File: config.mk
export PLATFORM = sky130hd
export DESIGN_NAME = blob_binarizer
export DESIGN_NICKNAME = d
export VERILOG_FILES = /design/src/rtl/blob_binarizer_pkg.sv /design/src/rtl/blob_luma_thresh.sv /design/src/rtl/blob_binarizer.sv
export SDC_FILE = /design/constraint.sdc
export NUM_CORES = 1
export LEC_CHECK = 0
export BUFFER_PORTS_ARGS = -buffer_cell sky130_fd_sc_hd__buf_2
export CAP_MARGIN = 10
export CORE_MARGIN = 2
export CORE_UTILIZATION = 51
export DETAILED_ROUTE_END_ITERATION = 6
export GPL_TIMING_DRIVEN = 0
export PLACE_DENSITY = 0.76
export SYNTH_ARGS = -nofsm -noshare
export SYNTH_HDL_FRONTEND = slang
export SYNTH_HIERARCHICAL = 1
export SYNTH_SLANG_ARGS = --single-unit
export TNS_END_PERCENT = 20
File: constraint.sdc
create_clock -name i_clk -period 2 [get_ports i_clk]
set_input_delay 0.3 -clock i_clk [delete_from_list [all_inputs] [get_ports i_clk]]
set_output_delay 0.3 -clock i_clk [all_outputs]
set_load 0.005 [all_outputs]
File: src/rtl/blob_binarizer_pkg.sv
// Shared definitions for the blob pipeline front end.
// Holds the default frame geometry, the binarizer FSM state type, the pixel/luma
// width used by the blob stages and the luma helper.
package blob_binarizer_pkg;

    localparam int unsigned IMG_COL_DEF  = 800;
    localparam int unsigned IMG_ROW_DEF  = 600;
    localparam int unsigned TAIL_LEN_DEF = 200;

    // Camera colour channels and luma share one width.
    localparam int unsigned LUMA_W     = 12;
    localparam int unsigned LUMA_SUM_W = LUMA_W + 2;
    // Wide enough for a full 800x600 frame of ones.
    localparam int unsigned ONES_W     = 19;

    typedef enum logic [2:0] {
        StIdle,
        StArm,
        StStream,
        StTail,
        StProc
    } bin_state_e;

    // Y = (R + 2G + B) / 4. The 14-bit sum cannot overflow, so no saturation.
    function automatic logic [LUMA_W-1:0] luma_of(input logic [LUMA_W-1:0] r,
                                                  input logic [LUMA_W-1:0] g,
                                                  input logic [LUMA_W-1:0] b);
        logic [LUMA_SUM_W-1:0] sum;
        sum = LUMA_SUM_W'(r) + LUMA_SUM_W'({g, 1'b0}) + LUMA_SUM_W'(b);
        return sum[LUMA_SUM_W-1:2];
    endfunction

endpackage

File: src/rtl/blob_luma_thresh.sv
// Two-stage pixel datapath: stage 1 registers the luma, stage 2 registers the
// thresholded (and optionally inverted) binary bit. Pure datapath; the caller
// decides which cycles carry a pixel via valid_i.
// Ports:
//   clk_i, rst_ni        clock, asynchronous active-low reset
//   valid_i              pixel qualifier entering stage 1
//   r_i, g_i, b_i        colour channels
//   thresh_i, invert_i   threshold and output polarity (held stable per frame)
//   valid_s1_o           stage-1 valid (pixel one cycle from the output)
//   valid_o, seq_o       stage-2 valid and binary pixel (seq_o is 0 when invalid)
module blob_luma_thresh
    import blob_binarizer_pkg::*;
(
    input  logic              clk_i,
    input  logic              rst_ni,
    input  logic              valid_i,
    input  logic [LUMA_W-1:0] r_i,
    input  logic [LUMA_W-1:0] g_i,
    input  logic [LUMA_W-1:0] b_i,
    input  logic [LUMA_W-1:0] thresh_i,
    input  logic              invert_i,
    output logic              valid_s1_o,
    output logic              valid_o,
    output logic              seq_o
);

    logic              valid_s1_q, valid_s1_d;
    logic [LUMA_W-1:0] luma_q, luma_d;
    logic              valid_s2_q, valid_s2_d;
    logic              seq_q, seq_d;

    always_comb begin
        valid_s1_d = valid_i;
        luma_d     = luma_of(r_i, g_i, b_i);
        valid_s2_d = valid_s1_q;
        // Gate with valid so the binary output is never 1 between pixels.
        seq_d      = valid_s1_q & ((luma_q >= thresh_i) ^ invert_i);
    end

    always_ff @(posedge clk_i or negedge rst_ni) begin
        if (!rst_ni) begin
            valid_s1_q <= 1'b0;
            luma_q     <= '0;
            valid_s2_q <= 1'b0;
            seq_q      <= 1'b0;
        end else begin
            valid_s1_q <= valid_s1_d;
            luma_q     <= luma_d;
            valid_s2_q <= valid_s2_d;
            seq_q      <= seq_d;
        end
    end

    assign valid_s1_o = valid_s1_q;
    assign valid_o    = valid_s2_q;
    assign seq_o      = seq_q;

endmodule

File: src/rtl/blob_binarizer.sv
// Captures one camera frame on request, binarizes it by luma threshold and
// streams it to the blob labelling stage, then waits for labelling to finish.
// Ports:
//   i_clk, i_rst_n          clock, asynchronous active-low reset
//   i_start                 request one frame (honoured only when idle)
//   i_sof, i_pix_valid      camera frame strobe and pixel qualifier
//   i_r, i_g, i_b           camera RGB
//   i_thresh, i_invert      luma threshold and output polarity, latched on start
//   i_blob_done             labelling finished
//   o_valid, o_data_valid   frame-active and pixel qualifier to the blob stage
//   o_seq, o_proc_ccd       binary pixel and processing window to the blob stage
//   o_busy                  not idle
//   o_ones                  count of 1 pixels in the current/last frame
//   o_frame_done            pulse while labelling completes
module blob_binarizer
    import blob_binarizer_pkg::*;
#(
    parameter int unsigned IMG_COL  = IMG_COL_DEF,
    parameter int unsigned IMG_ROW  = IMG_ROW_DEF,
    parameter int unsigned TAIL_LEN = TAIL_LEN_DEF
) (
    input  logic              i_clk,
    input  logic              i_rst_n,
    input  logic              i_start,
    input  logic              i_sof,
    input  logic              i_pix_valid,
    input  logic [LUMA_W-1:0] i_r,
    input  logic [LUMA_W-1:0] i_g,
    input  logic [LUMA_W-1:0] i_b,
    input  logic [LUMA_W-1:0] i_thresh,
    input  logic              i_invert,
    input  logic              i_blob_done,
    output logic              o_valid,
    output logic              o_data_valid,
    output logic              o_seq,
    output logic              o_proc_ccd,
    output logic              o_busy,
    output logic [ONES_W-1:0] o_ones,
    output logic              o_frame_done
);

    localparam int unsigned COL_W  = (IMG_COL > 1) ? $clog2(IMG_COL) : 1;
    localparam int unsigned ROW_W  = (IMG_ROW > 1) ? $clog2(IMG_ROW) : 1;
    localparam int unsigned TAIL_W = (TAIL_LEN > 1) ? $clog2(TAIL_LEN) : 1;

    localparam logic [COL_W-1:0]  COL_LAST  = COL_W'(IMG_COL - 1);
    localparam logic [ROW_W-1:0]  ROW_LAST  = ROW_W'(IMG_ROW - 1);
    localparam logic [TAIL_W-1:0] TAIL_LAST = TAIL_W'(TAIL_LEN - 1);

    bin_state_e        state_q, state_d;
    logic [COL_W-1:0]  col_q, col_d;
    logic [ROW_W-1:0]  row_q, row_d;
    logic [TAIL_W-1:0] tail_q, tail_d;
    logic [LUMA_W-1:0] thresh_q, thresh_d;
    logic              invert_q, invert_d;
    logic              valid_q, valid_d;
    logic [ONES_W-1:0] ones_q, ones_d;

    logic pix_accept;
    logic pipe_s1_valid;
    logic pipe_valid;
    logic pipe_seq;

    assign pix_accept = (state_q == StStream) && i_pix_valid;

    blob_luma_thresh u_luma_thresh (
        .clk_i      (i_clk),
        .rst_ni     (i_rst_n),
        .valid_i    (pix_accept),
        .r_i        (i_r),
        .g_i        (i_g),
        .b_i        (i_b),
        .thresh_i   (thresh_q),
        .invert_i   (invert_q),
        .valid_s1_o (pipe_s1_valid),
        .valid_o    (pipe_valid),
        .seq_o      (pipe_seq)
    );

    always_comb begin
        state_d  = state_q;
        col_d    = col_q;
        row_d    = row_q;
        tail_d   = tail_q;
        thresh_d = thresh_q;
        invert_d = invert_q;
        valid_d  = valid_q;
        ones_d   = ones_q;

        if (pipe_valid && pipe_seq) begin
            ones_d = ones_q + ONES_W'(1);
        end
        // Raise o_valid together with the first pixel leaving stage 2.
        if (pipe_s1_valid) begin
            valid_d = 1'b1;
        end

        unique case (state_q)
            StIdle: begin
                if (i_start) begin
                    state_d  = StArm;
                    thresh_d = i_thresh;
                    invert_d = i_invert;
                    ones_d   = '0;
                    col_d    = '0;
                    row_d    = '0;
                end
            end
            StArm: begin
                if (i_sof) begin
                    state_d = StStream;
                end
            end
            StStream: begin
                if (i_pix_valid) begin
                    if (col_q == COL_LAST) begin
                        col_d = '0;
                        if (row_q == ROW_LAST) begin
                            row_d   = '0;
                            tail_d  = '0;
                            state_d = StTail;
                        end else begin
                            row_d = row_q + ROW_W'(1);
                        end
                    end else begin
                        col_d = col_q + COL_W'(1);
                    end
                end
            end
            StTail: begin
                // Tail cycles are counted only once the pipeline has drained,
                // i.e. from the cycle after the last o_data_valid.
                if (!pipe_s1_valid && !pipe_valid) begin
                    if (tail_q == TAIL_LAST) begin
                        state_d = StProc;
                        valid_d = 1'b0;
                    end else begin
                        tail_d = tail_q + TAIL_W'(1);
                    end
                end
            end
            StProc: begin
                if (i_blob_done) begin
                    state_d = StIdle;
                end
            end
            default: state_d = StIdle;
        endcase
    end

    always_ff @(posedge i_clk or negedge i_rst_n) begin
        if (!i_rst_n) begin
            state_q  <= StIdle;
            col_q    <= '0;
            row_q    <= '0;
            tail_q   <= '0;
            thresh_q <= '0;
            invert_q <= 1'b0;
            valid_q  <= 1'b0;
            ones_q   <= '0;
        end else begin
            state_q  <= state_d;
            col_q    <= col_d;
            row_q    <= row_d;
            tail_q   <= tail_d;
            thresh_q <= thresh_d;
            invert_q <= invert_d;
            valid_q  <= valid_d;
            ones_q   <= ones_d;
        end
    end

    assign o_valid      = valid_q;
    assign o_data_valid = pipe_valid;
    assign o_seq        = pipe_seq;
    assign o_busy       = (state_q != StIdle);
    assign o_proc_ccd   = (state_q != StIdle);
    assign o_ones       = ones_q;
    assign o_frame_done = (state_q == StProc) && i_blob_done;

endmodule

## After elaboration in Yosys (flattened, before gate mapping)

Index checks and enable logic that the tools add are counted.
W data, S select, Z words.

- Register bits after elaboration: 79
- Word-level logic and storage cells: 82
- Output and inout port bits: 25

- Bitwise operators: 2
- $lt $le $gt $ge: 1
- $add $sub $neg: 6
- Equal/unequal tests: 16
- Reduce and logical (&&, ||, !) cells: 15
- Multiplexer cells: 30

Operators with widths:

| kind | count |
|---|---|
| $mux W10 | 6 |
| $mux W19 | 3 |
| $mux W8 | 5 |
| $pmux W10 S2 | 2 |
| $mux W3 | 8 |
| $add A10 B1 Y10 const B | 2 |
| $eq A10 B10 Y1 const B | 2 |
| $add A19 B1 Y19 const B | 1 |
| $pmux W8 S2 | 1 |
| $pmux W3 S5 | 1 |
| $add A12 B13 Y14 | 1 |
| $add A14 B12 Y14 | 1 |
| $ne A2 B2 Y1 const B | 7 |
| $ge A12 B12 Y1 | 1 |
| $add A8 B1 Y8 const B | 1 |
| $eq A8 B8 Y1 const B | 1 |
| $reduce_and A8 Y1 | 1 |
| $eq A3 B2 Y1 const B | 2 |
| $reduce_and A6 Y1 | 1 |
| $logic_and A1 B1 Y1 | 4 |
| $mux W1 | 4 |
| $ne A2 B1 Y1 const B | 2 |
| $reduce_and A4 Y1 | 1 |
| $reduce_bool A2 Y1 | 2 |
| other kinds (9) | 10 |

## Depth between registers and ports, before layout

Gate-level depths: netlist (run 1).

- Word-level depth: 5
- Mapped depth: 9
- Mapped depth without buffers: 9

## By module

Netlist (run 1), hierarchy kept.

Modules (own cells, without submodules):

| module | cells an instance | area each (um^2) | seq. area each (um^2) | times used |
|---|---|---|---|---|
| blob_binarizer | 302 | 3191.8 | 1601.5 | 1 |
| blob_luma_thresh | 144 | 1458.9 | 375.4 | 1 |

## Least setup slack after synthesis (run 1)

OpenSTA, ideal clock, no wires.

- Path type: input to register
- Start point: input i_b[1]
- End point: register u_luma_thresh.luma_q[11]
- Stages: 9
- Buffers on the path: 0
- Data arrival time: 2086 ps
- Library setup time: 118 ps
- Slack: -204 ps
- Cell sequence: inv_1 fa_1 nor2_1 fa_1 nand3_1 nand2_2 a311oi_2 o21ai_1 a21o_1

- Cells in the longest elaborated chain, start to end: 1

RTL lines:

| element | line | RTL |
|---|---|---|
| start, declared | blob_binarizer.sv:29 | `input logic [LUMA_W-1:0] i_b,` |
| $add A14 B12 Y14 | blob_binarizer_pkg.sv:29 | `sum = LUMA_SUM_W'(r) + LUMA_SUM_W'({g, 1'b0}) + LUMA_SUM_W'(b);` |
| via u_luma_thresh.luma_d[11] | blob_luma_thresh.sv:28 | `logic [LUMA_W-1:0] luma_q, luma_d;` |
| end signal, assigned | blob_luma_thresh.sv:48 | `luma_q <= luma_d;` |
| end, declared | blob_luma_thresh.sv:28 |  |

The timed path passes the listed nets, and every way through them passes these cells.
A chain may end at the register's enable or synchronous reset.

## Worst setup path in the final report (run 1)

Ends and elaborated chain as after synthesis.

==> results.toml, run 1 <==
[run_status]
outcome = "complete, no violations"

[yosys]
syn_inst = 446
ys_warn_count = 6
post-synth-top-area-cell = "dfrtp_1"
async_flop_share = 1.00
syn_nets = 540
ys.flop_type = "dfrtp_1"
synth_top_area_frac = 0.425
syn_area_per_cell_um2 = 10.4
synth_area_um2 = 4650
ys_seq_area_frac = 0.425
synth_edf_count = 0
synth_cell_types = 58
ys_ff_latch = 79
synthTopCellsByArea = "dfrtp_1, ha_1, fa_1, nor2_1, xor2_1"

[cts]
clock-sinks = 79
clockBufferDepth = 2
cts_root_buf = "clkbuf_8"
cts-buffers-inserted = 9
clock_latency_ns = 0.34
cts-htree-levels = 3
clk_pin_slew_worst_paths_ns = 0.07
cts_tree = "yes"

[layout]
layoutNonFillerInstCount = 655
nFillCells = 698
syn_to_final_growth_pct = 18.0
regArea_um2 = 1980
diodes = 0
fin_nets = 636
post_route_cells_drive_above_1_share = 0.271
multiInputGateArea_um2 = 2600

[timing]
maxSlewHeadroom = 0.659
finClkSkew_ns = 0.00851
setup_slack_ns = 0.0229
setup_tns_ns = 0
max_freq_ghz = 0.506
grt_setup_unrepaired = "true"
setup_violations = 0
final_hold_viol_count = 0
slew_violations = 0
worstMarginPinSlew_ns = 0.507
period_needed_ns = 1.98
finalCritPeriodShare = 0.989

[power]
p_leak_nw = 2.68
clkPwrFrac = 0.197
swShare = 0.351
max-vdd-ir-drop_uv = 389
p_int_mw = 3.46
power.density_nw_per_um2 = 973
p_sw_mw = 1.87
power_frac_seq = 0.406
comb_power_share = 0.397

[global_routing]
grt_pass1_wl_um = 15100
grt_pass1_vias = 3585
gr-usage-all-layers = 0.184
grt_max_degree = 59
antenna_found_initial = 0
grt_overflow = 0

[setup_path]
reg2reg_slack_ns = 0.09
max_stage_delay_ns = 0.56
endpoint_kind = "flop"
critPathArrivalTime_ns = 2.21
r2r-start = "state_q[0]"
r2r-end = "thresh_q[6]"
r2r_cells = 5
cp.required_ns = 2.23
cp_max_fo = 3
crit_chain = "buf_2 > inv_1 > fa_1 > nor2_1 > fa_2 > nand3_2 > nand2_2 > a311oi_4 > o21ai_1 > a21o_1"
path_delay_family = "adder cells"
crit_buf_inv = 2
cp-start-kind = "primary input"
worstSetupPathType = "primary input to flop"
slowest_stage = "fa_1"

[hold_path]
min_to = "state_q[2]"
hold_path_class = "primary input to flop"
holdPathStages = 2
hp-start = "i_blob_done"

[route]
wl_um = 8970
drc = 0
vias = 3612
dr.first_iter.drc_count = 144
first_pass_iters = 4
antenna_left = 0
vias_per_cell = 5.51
routedWlPerCell_um = 13.7

[placement]
dp.cells = 634
io_buffers = 79
pre_cts_ws_ns = -0.393
place_congestion = 0.823
hpwl_um = 6670

[floorplan]
die_h_um = 99.5
dieArea_um2 = 9900
core_um2 = 8760
rows = 34
fp.dieW_um = 99.5
start_util = 0.531
ios = 80

[flow_run]
max_cap_violations = 0
-- registers in the layout (all words and copies together) (netlist names) --
signal,count
col_q,10
invert_q,1
o_ones,19
o_valid,1
row_q,10
state_q,3
tail_q,8
thresh_q,12
u_luma_thresh/luma_q,12
u_luma_thresh/seq_o,1
u_luma_thresh/valid_o,1
u_luma_thresh/valid_s1_o,1
-- worst max path at each step --
stage | startpoint | endpoint | cells past startpoint
after floorplan | i_b[1] | u_luma_thresh/luma_q[9] | 9
after global placement | i_b[1] | u_luma_thresh/luma_q[9] | 10
after detailed placement | i_b[1] | u_luma_thresh/luma_q[9] | 10
after CTS | i_b[1] | u_luma_thresh/luma_q[9] | 10
after global routing | i_b[1] | u_luma_thresh/luma_q[11] | 10
final | i_b[1] | u_luma_thresh/luma_q[11] | 10
-- layer usage --
| layer | global-route usage | up-vias | routed length, um |
|---|---|---|---|
| met5 | 0 | - | 0 |
| met4 | 0.0727 | 0 | 142 |
| met3 | 0.0379 | 11 | 424 |
| met2 | 0.318 | 88 | 4420 |
| met1 | 0.228 | 1748 | 3990 |
| li1 | - | 1765 | - |
-- kinds of logic after synthesis --
family | after synthesis | synth area share
AOI/OAI and AO/OA | 76 | 0.109
adders and majority gates | 39 | 0.124
muxes | 17 | 0.0404
xor gates and xnor gates | 33 | 0.0621
buffers and inverters | 30 | 0.0301
DFF | 79 | 0.425
and+or+nand+nor | 172 | 0.209
-- area by class of cell --
class,count,share of cell area
multi-input cells,337,0.473
well taps,108,0.0246
flip-flops and latches,79,0.360
clock buffers,16,0.0310
plain buffers,8,0.0109
inverters,22,0.0150
repair buffers,85,0.0848
-- synthesized netlist by cell type, drive strengths merged (2+ instances only) --
| cell | count |
|---|---|
| and3 | 15 |
| or3 | 3 |
| o22a | 4 |
| buf | 8 |
| o31ai | 4 |
| nor2b | 10 |
| o22ai | 2 |
| xnor2 | 14 |
| a21o | 3 |
| nor3 | 9 |
| nor3b | 5 |
| mux2 | 14 |
| dfrtp | 79 |
| o21a | 2 |
| nor2 | 48 |
| nand2b | 4 |
| xor2 | 19 |
| nand3 | 21 |
| ha | 27 |
| o21ai | 24 |
| nor4 | 4 |
| and4 | 3 |
| inv | 22 |
| fa | 12 |
| a22o | 8 |
| nand4b | 4 |
| nand4 | 11 |
| nand2 | 32 |
| a21oi | 20 |
| mux2i | 3 |
-- metrics by stage --
step / instance area [um2] / util / total power, mW / hold WS (ns)
finish: 5490 / 0.626 / 5.34 / 0.164
global placement: 5190 / 0.592 / 4.09 / 0.492
global route: 5490 / 0.626 / 5.74 / 0.168
detailed placement: 5220 / 0.596 / 4.20 / 0.213
floorplan: 4660 / - / 3.66 / 0.00441
CTS: 5420 / 0.618 / 5.29 / 0.149
-- layout by cell type (no fill, tap or decap), types with 4 or more instances in the layout --
master and instances:
o22a_1 4, nor4_2 4, mux2_2 14, xor2_1 19
buf_2 81, a22o_1 8, nand2_1 30, clkbuf_1 5
ha_1 26, buf_4 7, o21ai_1 5, nand3_1 20
inv_1 22, and3_1 13, nand4_1 10, a21oi_1 16
fa_1 11, nor2_1 46, clkbuf_8 11, a21oi_2 4
xnor2_1 14, o21ai_0 19, nor2b_1 9, nor3b_1 4
nor3_1 7, dfrtp_1 79
-- power by group through the flow --
stage	registers, mW	clock network, mW	logic (mW)
2_1_floorplan	2.14	0	1.52
3_3_place_gp	2.18	0	1.90
3_5_place_dp	2.20	0	2.00
4_1_cts	2.17	1.08	2.05
5_1_grt	2.21	1.15	2.38
6_report	2.16	1.05	2.12
-- worst reg2reg max path: stages, from the launching register on --
cell and delay [ns]:
dfrtp_1 0.37, buf_4 0.17, or3_4 0.42, nor2_4 0.21
clkbuf_4 0.27, mux2_2 0.36
-- repair_timing --
item	CTS	global route
gates resized for setup	2	9
endpoints found under the hold margin	21	0
endpoints found under the setup margin	4	20
hold buffers	1	0
pin swaps	0	4
buffers inserted	0	4
Note: power is estimated with default switching activity, not from simulation.
==> run 2, diff against run 1 <==
--- a/config.mk
+++ b/config.mk
@@ -8,10 +8,11 @@
 export BUFFER_PORTS_ARGS = -buffer_cell sky130_fd_sc_hd__buf_2
 export CAP_MARGIN = 10
 export CORE_MARGIN = 2
-export CORE_UTILIZATION = 51
+export CORE_UTILIZATION = 55
 export DETAILED_ROUTE_END_ITERATION = 6
+export GPL_ROUTABILITY_DRIVEN = 0
 export GPL_TIMING_DRIVEN = 0
-export PLACE_DENSITY = 0.76
+export PLACE_DENSITY = 0.78
 export SYNTH_ARGS = -nofsm -noshare
 export SYNTH_HDL_FRONTEND = slang
 export SYNTH_HIERARCHICAL = 1
==> constraint.sdc (replaced) <==
create_clock -name i_clk -period 2.5 [get_ports i_clk]
set_input_delay 0.375 -clock i_clk [delete_from_list [all_inputs] [get_ports i_clk]]
set_output_delay 0.375 -clock i_clk [all_outputs]
set_load 0.005 [all_outputs]
==> results.toml, run 2 (synthesis results as in run 1) <==
[cts]
cts_tree = "yes"
clock_latency_ns = 0.33
clk_pin_slew_worst_paths_ns = 0.08
post-cts-setup-buffers = 0
cts-resized-gates = 0
cts_root_buf = "clkbuf_8"
clock-sinks = 79
clockBufferDepth = 2
ctsHoldBuffers = 1
cts-htree-levels = 3
cts-buffers-inserted = 9

[power]
comb_power_share = 0.387
power.density_nw_per_um2 = 771
p_sw_mw = 1.47
max-vdd-ir-drop_uv = 320
clkPwrFrac = 0.196
p_int_mw = 2.69
swShare = 0.353
power_mw = 4.15
power_frac_seq = 0.417
p_leak_nw = 2.64

[setup_path]
cp_max_fo = 3
path_delay_family = "adder cells"
max_stage_delay_ns = 0.55
crit_buf_inv = 2
cp.required_ns = 2.71
crit_chain = "buf_2 > inv_1 > fa_1 > nor2_1 > fa_1 > nand3_1 > nand2_2 > a311oi_2 > a21oi_1 > xor2_1"
slowest_stage = "fa_1"
worstSetupPathType = "primary input to flop"
endpoint_kind = "flop"
cp-start-kind = "primary input"
cp_common_cell = "fa_1"
critPathArrivalTime_ns = 2.39

[layout]
final_common_cell = "buf_2"
diodes = 0
layout_common_cells = "buf_2, dfrtp_1, nor2_1, nand2_1, ha_1"
final_util = 0.655
regArea_um2 = 1980
layoutNonFillerInstCount = 648
largest_register_ffs = 19
syn_to_final_growth_pct = 15.8
nFillCells = 651
post_route_cells_drive_above_1_share = 0.254
fin_nets = 632
final_area_um2 = 5390
multiInputGateArea_um2 = 2530

[timing]
period_needed_ns = 2.18
maxSlewHeadroom = 0.657
max_freq_ghz = 0.459
worstMarginPinSlew_ns = 0.512
slew_violations = 0
finalCritPeriodShare = 0.871
setup_slack_ns = 0.323
grt_setup_unrepaired = "false"
finClkSkew_ns = 0.00943
setup_violations = 0
holdWs_ns = 0.244
final_hold_viol_count = 0
setup_tns_ns = 0

[hold_path]
hold_path_class = "primary input to flop"

[placement]
io_buffers = 79
placed_area_um2 = 5210
hpwl_um = 6470
pre_cts_ws_ns = -0.0655
dp.cells = 631

[floorplan]
rows = 33
core_um2 = 8220
start_util = 0.566
ios = 80
dieArea_um2 = 9210
die_h_um = 96.0
fp.dieW_um = 96.0

[global_routing]
grt_pass1_wl_um = 14800
gr-usage-all-layers = 0.201
grtUsageMet3 = 0.0376
top_usage_layer = "met2"
grtUsageMet2 = 0.358
grt_max_degree = 63
grt_pass1_vias = 3512
use_met1 = 0.246
antenna_found_initial = 0
grt_overflow = 0

[route]
routedWlPerCell_um = 13.4
vias = 3587
dr.first_iter.drc_count = 132
vias_per_cell = 5.54
wl_um = 8670
antenna_left = 0
drc = 0
first_pass_iters = 4

[run_status]
outcome = "complete, no violations"

[flow_run]
max_cap_violations = 0
## run 2: worst paths after layout
| check | startpoint | end | slack (ns) | cells after the start |
|---|---|---|---|---|
| setup / recovery | i_b[1] | u_luma_thresh/luma_q[9] | 0.32 | 10 |
| setup reg to reg | col_q[0] | row_q[0] | 0.40 | 6 |
| max in group asynchronous | i_rst_n | u_luma_thresh/luma_q[5] | 1.47 | 3 |
| hold / removal | i_blob_done | state_q[2] | 0.24 | 2 |
| hold reg to reg | thresh_q[1] | thresh_q[1] | 0.51 | 1 |
| min in group asynchronous | i_rst_n | o_ones[15] | 0.46 | 2 |
## run 2: power by group through the flow
stage                     sequential, mW  combinational (mW)  clock, mW
after detailed placement            1.76                1.61          0
after global routing                1.77                1.82      0.899
after CTS                           1.73                1.62      0.840
after floorplan                     1.71                1.21          0
after global placement              1.75                1.52          0
final                               1.73                1.61      0.812
## run 2: layout make-up
cell class / instances / area share
well taps: 105 / 0.0244
clock inverters: 3 / 0.00349
repair buffers: 81 / 0.0809
flip-flops and latches: 79 / 0.367
plain buffers: 8 / 0.0107
inverters: 22 / 0.0153
clock buffers: 13 / 0.0276
multi-input cells: 337 / 0.470
## run 2: routing by layer
layer / part of all wire / up-vias
li1: - / 1754
met1: 0.46 / 1743
met2: 0.48 / 83
met3: 0.043 / 7
met4: 0.0095 / 0
met5: 0 / -
